[config.mk]
export PLATFORM = sky130hd
export DESIGN_NAME = rca_nibble_seq
export DESIGN_NICKNAME = d
export VERILOG_FILES = /design/src/rtl/rca_seq_pkg.sv /design/src/rtl/rca_nibble_seq_rca.sv /design/src/rtl/rca_nibble_seq.sv
export SDC_FILE = /design/constraint.sdc
export NUM_CORES = 1
export LEC_CHECK = 0
export ABC_CLOCK_PERIOD_IN_PS = 3390
export CORE_MARGIN = 2
export CORE_UTILIZATION = 50
export CTS_CLUSTER_DIAMETER = 150
export CTS_CLUSTER_SIZE = 24
export DETAILED_ROUTE_END_ITERATION = 10
export GPL_TIMING_DRIVEN = 0
export HOLD_SLACK_MARGIN = 0.02
export PLACE_DENSITY = 0.81
export SYNTH_ARGS = -nofsm -noshare
export SYNTH_HDL_FRONTEND = slang
export SYNTH_SLANG_ARGS = --single-unit
[constraint.sdc]
create_clock -name clk -period 3.39 [get_ports clk]
set_input_delay 0.5085 -clock clk [delete_from_list [all_inputs] [get_ports clk]]
set_output_delay 0.5085 -clock clk [all_outputs]
set_load 0.02 [all_outputs]
[src/rtl/rca_seq_pkg.sv]
// rca_seq_pkg
// Shared types and sizing helpers for the nibble-serial adder.
//   state_t    : controller states (IDLE, RUN, DONE)
//   SLICE_W    : width of the shared ripple-carry slice
//   nib_count  : number of slice passes needed for a given operand width
//   cnt_width  : nibble counter width, never narrower than one bit
package rca_seq_pkg;

  typedef enum logic [1:0] {
    IDLE = 2'd0,
    RUN  = 2'd1,
    DONE = 2'd2
  } state_t;

  localparam int SLICE_W = 4;

  function automatic int nib_count(input int width);
    return width / SLICE_W;
  endfunction

  // A single-nibble adder still needs a one-bit counter to stay legal.
  function automatic int cnt_width(input int nib);
    return (nib <= 1) ? 1 : $clog2(nib);
  endfunction

endpackage

[src/rtl/rca_nibble_seq_rca.sv]
// rca
// Four-bit ripple-carry adder slice, purely combinational.
//   a, b : nibble operands
//   ci   : carry in
//   s    : nibble sum
//   co   : carry out of bit 3
module rca (
  input  logic [3:0] a,
  input  logic [3:0] b,
  input  logic       ci,
  output logic [3:0] s,
  output logic       co
);

  logic carry;

  // Carry ripples through a local variable so every bit sees the carry of
  // the bit below it within the same evaluation.
  always_comb begin
    carry = ci;
    s     = '0;
    for (int i = 0; i < 4; i++) begin
      s[i]  = a[i] ^ b[i] ^ carry;
      carry = (a[i] & b[i]) | (carry & (a[i] ^ b[i]));
    end
    co = carry;
  end

endmodule

[src/rtl/rca_nibble_seq.sv]
// rca_nibble_seq
// Multi-cycle WIDTH-bit adder that reuses one 4-bit ripple-carry slice,
// adding one nibble per clock, least significant nibble first.
//   clk, rst              : clock and synchronous active-high reset
//   in_valid/in_ready     : operand handshake (ready only while idle)
//   in_a, in_b, in_cin    : operands and carry in
//   out_valid/out_ready   : result handshake (valid only when done)
//   out_sum               : A+B+cin modulo 2^WIDTH
//   out_cout, out_ovf     : unsigned carry out and signed overflow
//   busy                  : high whenever an operation is in progress or held
module rca_nibble_seq
  import rca_seq_pkg::*;
#(
  parameter int WIDTH = 16
) (
  input  logic             clk,
  input  logic             rst,
  input  logic             in_valid,
  output logic             in_ready,
  input  logic [WIDTH-1:0] in_a,
  input  logic [WIDTH-1:0] in_b,
  input  logic             in_cin,
  output logic             out_valid,
  input  logic             out_ready,
  output logic [WIDTH-1:0] out_sum,
  output logic             out_cout,
  output logic             out_ovf,
  output logic             busy
);

  localparam int NIB   = nib_count(WIDTH);
  localparam int CNT_W = cnt_width(NIB);

  if ((WIDTH % SLICE_W) != 0 || WIDTH < SLICE_W) begin : g_bad_width
    $error("rca_nibble_seq: WIDTH must be a multiple of 4 and at least 4");
  end

  state_t             state_q, state_d;
  logic [CNT_W-1:0]   cnt_q, cnt_d;
  logic [WIDTH-1:0]   a_q, a_d;
  logic [WIDTH-1:0]   b_q, b_d;
  logic               carry_q, carry_d;
  logic               sa_q, sa_d;
  logic               sb_q, sb_d;
  logic [WIDTH-1:0]   sum_q, sum_d;
  logic               cout_q, cout_d;
  logic               ovf_q, ovf_d;
  logic               in_ready_q, in_ready_d;
  logic               out_valid_q, out_valid_d;
  logic               busy_q, busy_d;

  logic [3:0]         slice_s;
  logic               slice_co;

  rca u_slice (
    .a  (a_q[SLICE_W-1:0]),
    .b  (b_q[SLICE_W-1:0]),
    .ci (carry_q),
    .s  (slice_s),
    .co (slice_co)
  );

  // Next-state logic. The handshake flags are derived from the next state so
  // they come straight out of flops and agree with the state every cycle.
  always_comb begin
    state_d = state_q;
    cnt_d   = cnt_q;
    a_d     = a_q;
    b_d     = b_q;
    carry_d = carry_q;
    sa_d    = sa_q;
    sb_d    = sb_q;
    sum_d   = sum_q;
    cout_d  = cout_q;
    ovf_d   = ovf_q;

    case (state_q)
      IDLE: begin
        if (in_valid) begin
          a_d     = in_a;
          b_d     = in_b;
          carry_d = in_cin;
          cnt_d   = '0;
          sa_d    = in_a[WIDTH-1];
          sb_d    = in_b[WIDTH-1];
          state_d = RUN;
        end
      end
      RUN: begin
        // Constant-index writes keep the nibble placement free of variable
        // part-selects that could run past the top for WIDTH=4.
        for (int n = 0; n < NIB; n++) begin
          if (cnt_q == CNT_W'(n)) begin
            sum_d[n*SLICE_W +: SLICE_W] = slice_s;
          end
        end
        carry_d = slice_co;
        a_d     = a_q >> SLICE_W;
        b_d     = b_q >> SLICE_W;
        cnt_d   = cnt_q + CNT_W'(1);
        if (cnt_q == CNT_W'(NIB - 1)) begin
          state_d = DONE;
          cout_d  = slice_co;
          ovf_d   = (sa_q == sb_q) && (slice_s[3] != sa_q);
        end
      end
      DONE: begin
        if (out_ready) begin
          state_d = IDLE;
        end
      end
      default: begin
        state_d = IDLE;
      end
    endcase

    in_ready_d  = (state_d == IDLE);
    out_valid_d = (state_d == DONE);
    busy_d      = (state_d != IDLE);
  end

  // Single register bank for the controller and datapath; reset wins over
  // any handshake and drops an in-flight operation without a result.
  always_ff @(posedge clk) begin
    if (rst) begin
      state_q     <= IDLE;
      cnt_q       <= '0;
      a_q         <= '0;
      b_q         <= '0;
      carry_q     <= 1'b0;
      sa_q        <= 1'b0;
      sb_q        <= 1'b0;
      sum_q       <= '0;
      cout_q      <= 1'b0;
      ovf_q       <= 1'b0;
      in_ready_q  <= 1'b1;
      out_valid_q <= 1'b0;
      busy_q      <= 1'b0;
    end else begin
      state_q     <= state_d;
      cnt_q       <= cnt_d;
      a_q         <= a_d;
      b_q         <= b_d;
      carry_q     <= carry_d;
      sa_q        <= sa_d;
      sb_q        <= sb_d;
      sum_q       <= sum_d;
      cout_q      <= cout_d;
      ovf_q       <= ovf_d;
      in_ready_q  <= in_ready_d;
      out_valid_q <= out_valid_d;
      busy_q      <= busy_d;
    end
  end

  assign in_ready  = in_ready_q;
  assign out_valid = out_valid_q;
  assign busy      = busy_q;
  assign out_sum   = sum_q;
  assign out_cout  = cout_q;
  assign out_ovf   = ovf_q;

endmodule

[After elaboration in Yosys (flattened, before gate mapping)]
Cells that the tools add are included.
Storage, ports and cells
  register bits after elaboration: 60
  input bits: 37
  logic and storage cells: 70
Cells by class
  add/sub/neg operators: 1
  eq/ne operators: 9
  muxes and demuxes: 12
  bitwise operators: 20
  reductions and logical operators: 12
Operator list (count)
  one-hot mux 16 bit (2 select lines): 2
  2-to-1 mux 16 bit: 2
  AND reduction 2 bit: 6
  bitwise AND 1 bit: 8
  equality test 2 bit (second input constant): 4
  2-to-1 mux 2 bit: 4
  XOR 1 bit: 8
  zero test 2 bit: 3
  one-hot mux 2 bit (3 select lines): 1
  equality test 2 x 1 -> 1 bit (second input constant): 2
  OR 1 bit: 4
  one-hot mux 2 bit (2 select lines): 1
  nonzero test 2 bit: 2
  adder 2 x 1 -> 2 bit (second input constant): 1
  != test 2 bit (second input constant): 1
  one-hot mux 1 bit (2 select lines): 1
  equality test 1 bit: 1
  logical AND 1 bit: 1
  2-to-1 mux 1 bit: 1
  != test 1 bit: 1

[Logic depth before layout (Yosys ltp)]
  depth after elaboration: 10
  mapped depth: 10

[Hierarchy]
A second synthesis with hierarchy kept.
Unflattened totals
  cells, all modules: 266
  area total of the unflattened synthesis: 2587.5 um^2
Modules (own cells, without submodules)
  rca_nibble_seq: times used 1, cells an instance 252, area each 2469.9 um^2, sequential area each 1201.2 um^2
  rca: times used 1, cells an instance 14, area each 117.6 um^2, sequential area each 0.0 um^2

[Worst setup path before layout]
Ideal clock, no wire load.
  kind: register to register
  start point: reg a_q[0]
  end point: reg ovf_q (netlist: out_ovf)
  setup time: 0.091 ns
  data arrival time: 2.396 ns
  required time: 3.299 ns
  slack: 0.903 ns
  stages on the path, launching flop included: 10
  cells stage by stage: dfxtp_1 -> fa_1 -> inv_1 -> fa_1 -> inv_1 -> fa_1 -> inv_1 -> fa_1 -> or3_1 -> a311oi_1
On the way
  longest elaborated chain between the ends: 10
RTL lines
  from (decl): line rca_nibble_seq.sv:40  | logic [WIDTH-1:0] a_q, a_d;
  from (signal assigned): line rca_nibble_seq.sv:128  | a_q <= '0;
  from (signal assigned): line rca_nibble_seq.sv:142  | a_q <= a_d;
  XOR 1 bit: line rca_nibble_seq_rca.sv:24  | carry = (a[i] & b[i]) | (carry & (a[i] ^ b[i]));
  bitwise AND 1 bit: line rca_nibble_seq_rca.sv:24
  OR 1 bit (*): line rca_nibble_seq_rca.sv:24
  bitwise AND 1 bit (*): line rca_nibble_seq_rca.sv:24
  OR 1 bit (*): line rca_nibble_seq_rca.sv:24
  bitwise AND 1 bit (*): line rca_nibble_seq_rca.sv:24
  OR 1 bit (*): line rca_nibble_seq_rca.sv:24
  XOR 1 bit (*): line rca_nibble_seq_rca.sv:23  | s[i] = a[i] ^ b[i] ^ carry;
  != test 1 bit (*): line rca_nibble_seq.sv:104  | ovf_d = (sa_q == sb_q) && (slice_s[3] != sa_q);
  logical AND 1 bit (*): line rca_nibble_seq.sv:104
  to (signal assigned): line rca_nibble_seq.sv:149  | ovf_q <= ovf_d;
  to (decl): line rca_nibble_seq.sv:47  | logic ovf_q, ovf_d;
Every way passes the cells marked *; elsewhere a longest branch is shown, timed or not.
A chain may end at the register's enable or synchronous reset.

[Final worst setup path]
Same ends and word-level chain as after synthesis.

==> flow_metrics.py <==
metrics = {
    "timing": {
        "worst_slew_margin_rel": 0.488,
        "slew_viol_final": 0,
        "final.period_utilization": 0.792,
        "clock-skew-final_ns": 0.00753,
        "fmax_mhz": 373,
        "final-hold-violation-count": 0,
        "final_setup_violation_count": 0,
        "rsz_0062_raised_after_global_routing": "false",
        "timing.setup.tns_ns": 0,
        "worst-slew-pin-transition_ns": 0.767,
        "layout_min_cycle_time_ns": 2.68,
    },
    "global_routing": {
        "most_used_layer_global_route": "met2",
        "gr-total-overflow": 0,
        "grt_pass1_vias": 2136,
        "met1_track_utilization_from_global_routing": 0.266,
        "grt_start_max_net_pins": 11,
        "gr-usage-all-layers": 0.215,
        "use_met2": 0.363,
        "grt_use_met3": 0.0483,
        "wire_length_of_the_first_global_routing_pass_um": 10000,
        "grt_antenna_before_repair": 0,
    },
    "pwr": {
        "vdd.ir_drop.worst_v": 0.000266,
        "p_per_area_mw_per_mm2": 460,
        "power.leakage_nw": 1.37,
        "power_mw": 1.65,
    },
    "worst_setup_path": {
        "timing_worst_setup_path_type": "reg2reg",
        "required_ns": 3.64,
        "timing.reg2reg.setup_slack_ns": 0.71,
        "timing.critical_path.from_type": "flop",
        "worst_ep_arrival_time_ns": 2.94,
        "endpoint_kind": "flop",
        "worst-path-max-fanout": 6,
    },
    "synth": {
        "post_synthesis_area_per_instance_um2": 10.8,
        "post_synthesis_cell_type_with_the_largest_combined_area": "dfxtp_1",
        "synth-warning-count": 0,
        "mappedNetlistArea_mm2": 0.00277,
        "netlist_top_cells_area": "dfxtp_1, mux2i_1, a211oi_2",
        "yosys.cell_count.top_type": "dfxtp_1",
        "number_of_synthesized_register_bits": 60,
        "synth_ff_type": "dfxtp_1",
        "netlist_top_cells_count": "dfxtp_1, mux2i_1, nor2_1",
        "post_synth_num_cell_types": 27,
        "postSynthNetCount": 301,
        "syn_inst": 256,
        "synth_seq_area_share": 0.434,
        "synth_top_area_share": 0.434,
        "synthArstFlopShare": 0,
        "synth-edff-count": 0,
    },
    "finish": {
        "antenna_cells_inserted": 0,
        "postLayoutCoreUtil": 0.660,
        "area.growth.synth_to_final_pct": 29.6,
        "post_layout_nonfiller_instances": 399,
        "final_net_count": 368,
        "filler_cell_count": 446,
        "drive_above_1_share": 0.245,
    },
    "clock_tree": {
        "clock_path_buffers": 2,
        "register_clock_pin_slew_on_the_reported_worst_setup_and_hold_paths_ns": 0.07,
        "cts.htree.levels": 3,
        "tritoncts": "done",
        "cts_hold_buf": 0,
        "cts-buffers-inserted": 9,
        "worst_skew_pair.late_latency_ns": 0.34,
        "clock_sinks": 60,
        "clk_root_buffer_cell": "clkbuf_8",
        "cts_setup_buffers": 0,
        "cts_resized": 0,
    },
    "placement": {
        "placed_cells_incl_taps": 384,
        "place.detailed.hpwl_um": 4420,
        "numPortBuffers": 56,
        "place_congestion": 0.804,
    },
    "drt": {
        "via_cell_ratio": 5.10,
        "drt_drc_violations_left": 0,
        "route.antenna.remaining_nets": 0,
        "drt-wirelength-per-cell_um": 15.5,
        "route.vias.total": 2036,
        "count_of_tritonroute_iterations_in_the_first_routing_pass": 4,
        "routed_wl_um": 6180,
        "dr.first_iter.drc_count": 84,
    },
    "status": {
        "run_status": "completed",
    },
    "die": {
        "pin_count": 58,
        "fp.dieW_um": 78.4,
        "fp.dieH_um": 78.4,
        "num_rows": 27,
        "initial_utilization": 0.509,
        "design.die.area_mm2": 0.00615,
        "fp.coreArea_mm2": 0.00544,
    },
    "hold_path": {
        "min_path_type": "reg2reg",
    },
    "job": {
        "drv.max_cap_violation_count": 0,
    },
}
[cell type report]
cell class / instances / area (um^2) / area share
Clock inverter: 2 / 10.0 / 0.00279
Inverter: 10 / 37.5 / 0.0105
Multi-Input combinational cell: 163 / 1340 / 0.372
Timing Repair Buffer: 56 / 561 / 0.156
Clock buffer: 13 / 159 / 0.0443
Tap cell: 72 / 90.1 / 0.0251
Sequential cell: 60 / 1200 / 0.335
Buffer: 23 / 195 / 0.0544
[kinds of logic (layout without fill, tap and decap cells)]
kind of cell,Yosys count,in the layout,synth area share
AND/OR/NAND/NOR,69,69,0.131
flip-flops,60,60,0.434
AO/OA/AOI/OAI,52,52,0.182
multiplexers,34,34,0.123
buffers and inverters,33,104,0.0840
adder cells (fa/ha/maj),8,8,0.0470
[power by group]
| group | leakage, nW | switching [mW] | internal, mW | total [mW] |
|---|---|---|---|---|
| clock | 0.0893 | 0.269 | 0.299 | 0.568 |
| sequential | 0.493 | 0.0283 | 0.749 | 0.778 |
| combinational | 0.787 | 0.153 | 0.152 | 0.304 |
[final timing paths]
kind | start | to | cells after the start
setup / recovery | a_q[0]$_SDFFE_PP0P_ | out_ovf$_SDFFE_PP0P_ | 9
hold / removal | a_q[15]$_SDFFE_PP0P_ | a_q[15]$_SDFFE_PP0P_ | 2
setup reg to reg | a_q[0]$_SDFFE_PP0P_ | out_ovf$_SDFFE_PP0P_ | 9
hold reg to reg | a_q[15]$_SDFFE_PP0P_ | a_q[15]$_SDFFE_PP0P_ | 2
[cells in the final DEF (no fill, tap or decap), types with 2 or more instances in the layout]
cell	instances
a211oi_1	10
a211oi_2	25
a21oi_1	6
a22oi_1	7
and3b_1	4
buf_12	3
buf_2	3
buf_4	5
buf_6	5
clkbuf_1	9
clkbuf_8	11
clkdlybuf4s50_1	56
clkinv_2	2
dfxtp_1	60
fa_1	4
ha_1	4
inv_1	10
mux2i_1	34
nand2_1	5
nand2b_1	2
nor2_1	29
nor2_2	25
[state kept, by name, summed over array words and instances, names as in the netlist]
signal / flops
b_q: 16
state_q: 2
sb_q: 1
out_cout: 1
sa_q: 1
out_sum: 16
out_valid: 1
cnt_q: 2
busy: 1
in_ready: 1
carry_q: 1
out_ovf: 1
a_q: 16
[critical path, stage by stage (launching register included)]
cell and delay, ns:
dfxtp_1 0.33, fa_1 0.42, inv_1 0.08, fa_1 0.16, inv_1 0.05, fa_1 0.36, inv_1 0.08, fa_1 0.52
or3_1 0.35, a311oi_1 0.24
[through the flow]
stage / hold slack (ns) / worst slack, ns / instance area (um^2)
finish: 0.452 / 0.706 / 3590
global route: 0.501 / 0.584 / 3590
CTS: 0.453 / 0.697 / 3590
detailed placement: 0.445 / 0.725 / 3420
global placement: 0.441 / 0.747 / 3420
floorplan: 0.432 / 0.903 / 2770
[metal layers]
layer,up-vias,share of wire
li1,1021,-
met1,961,0.45
met2,44,0.49
met3,10,0.043
met4,0,0.017
met5,-,0
Note: power is estimated with default switching activity, not from simulation.
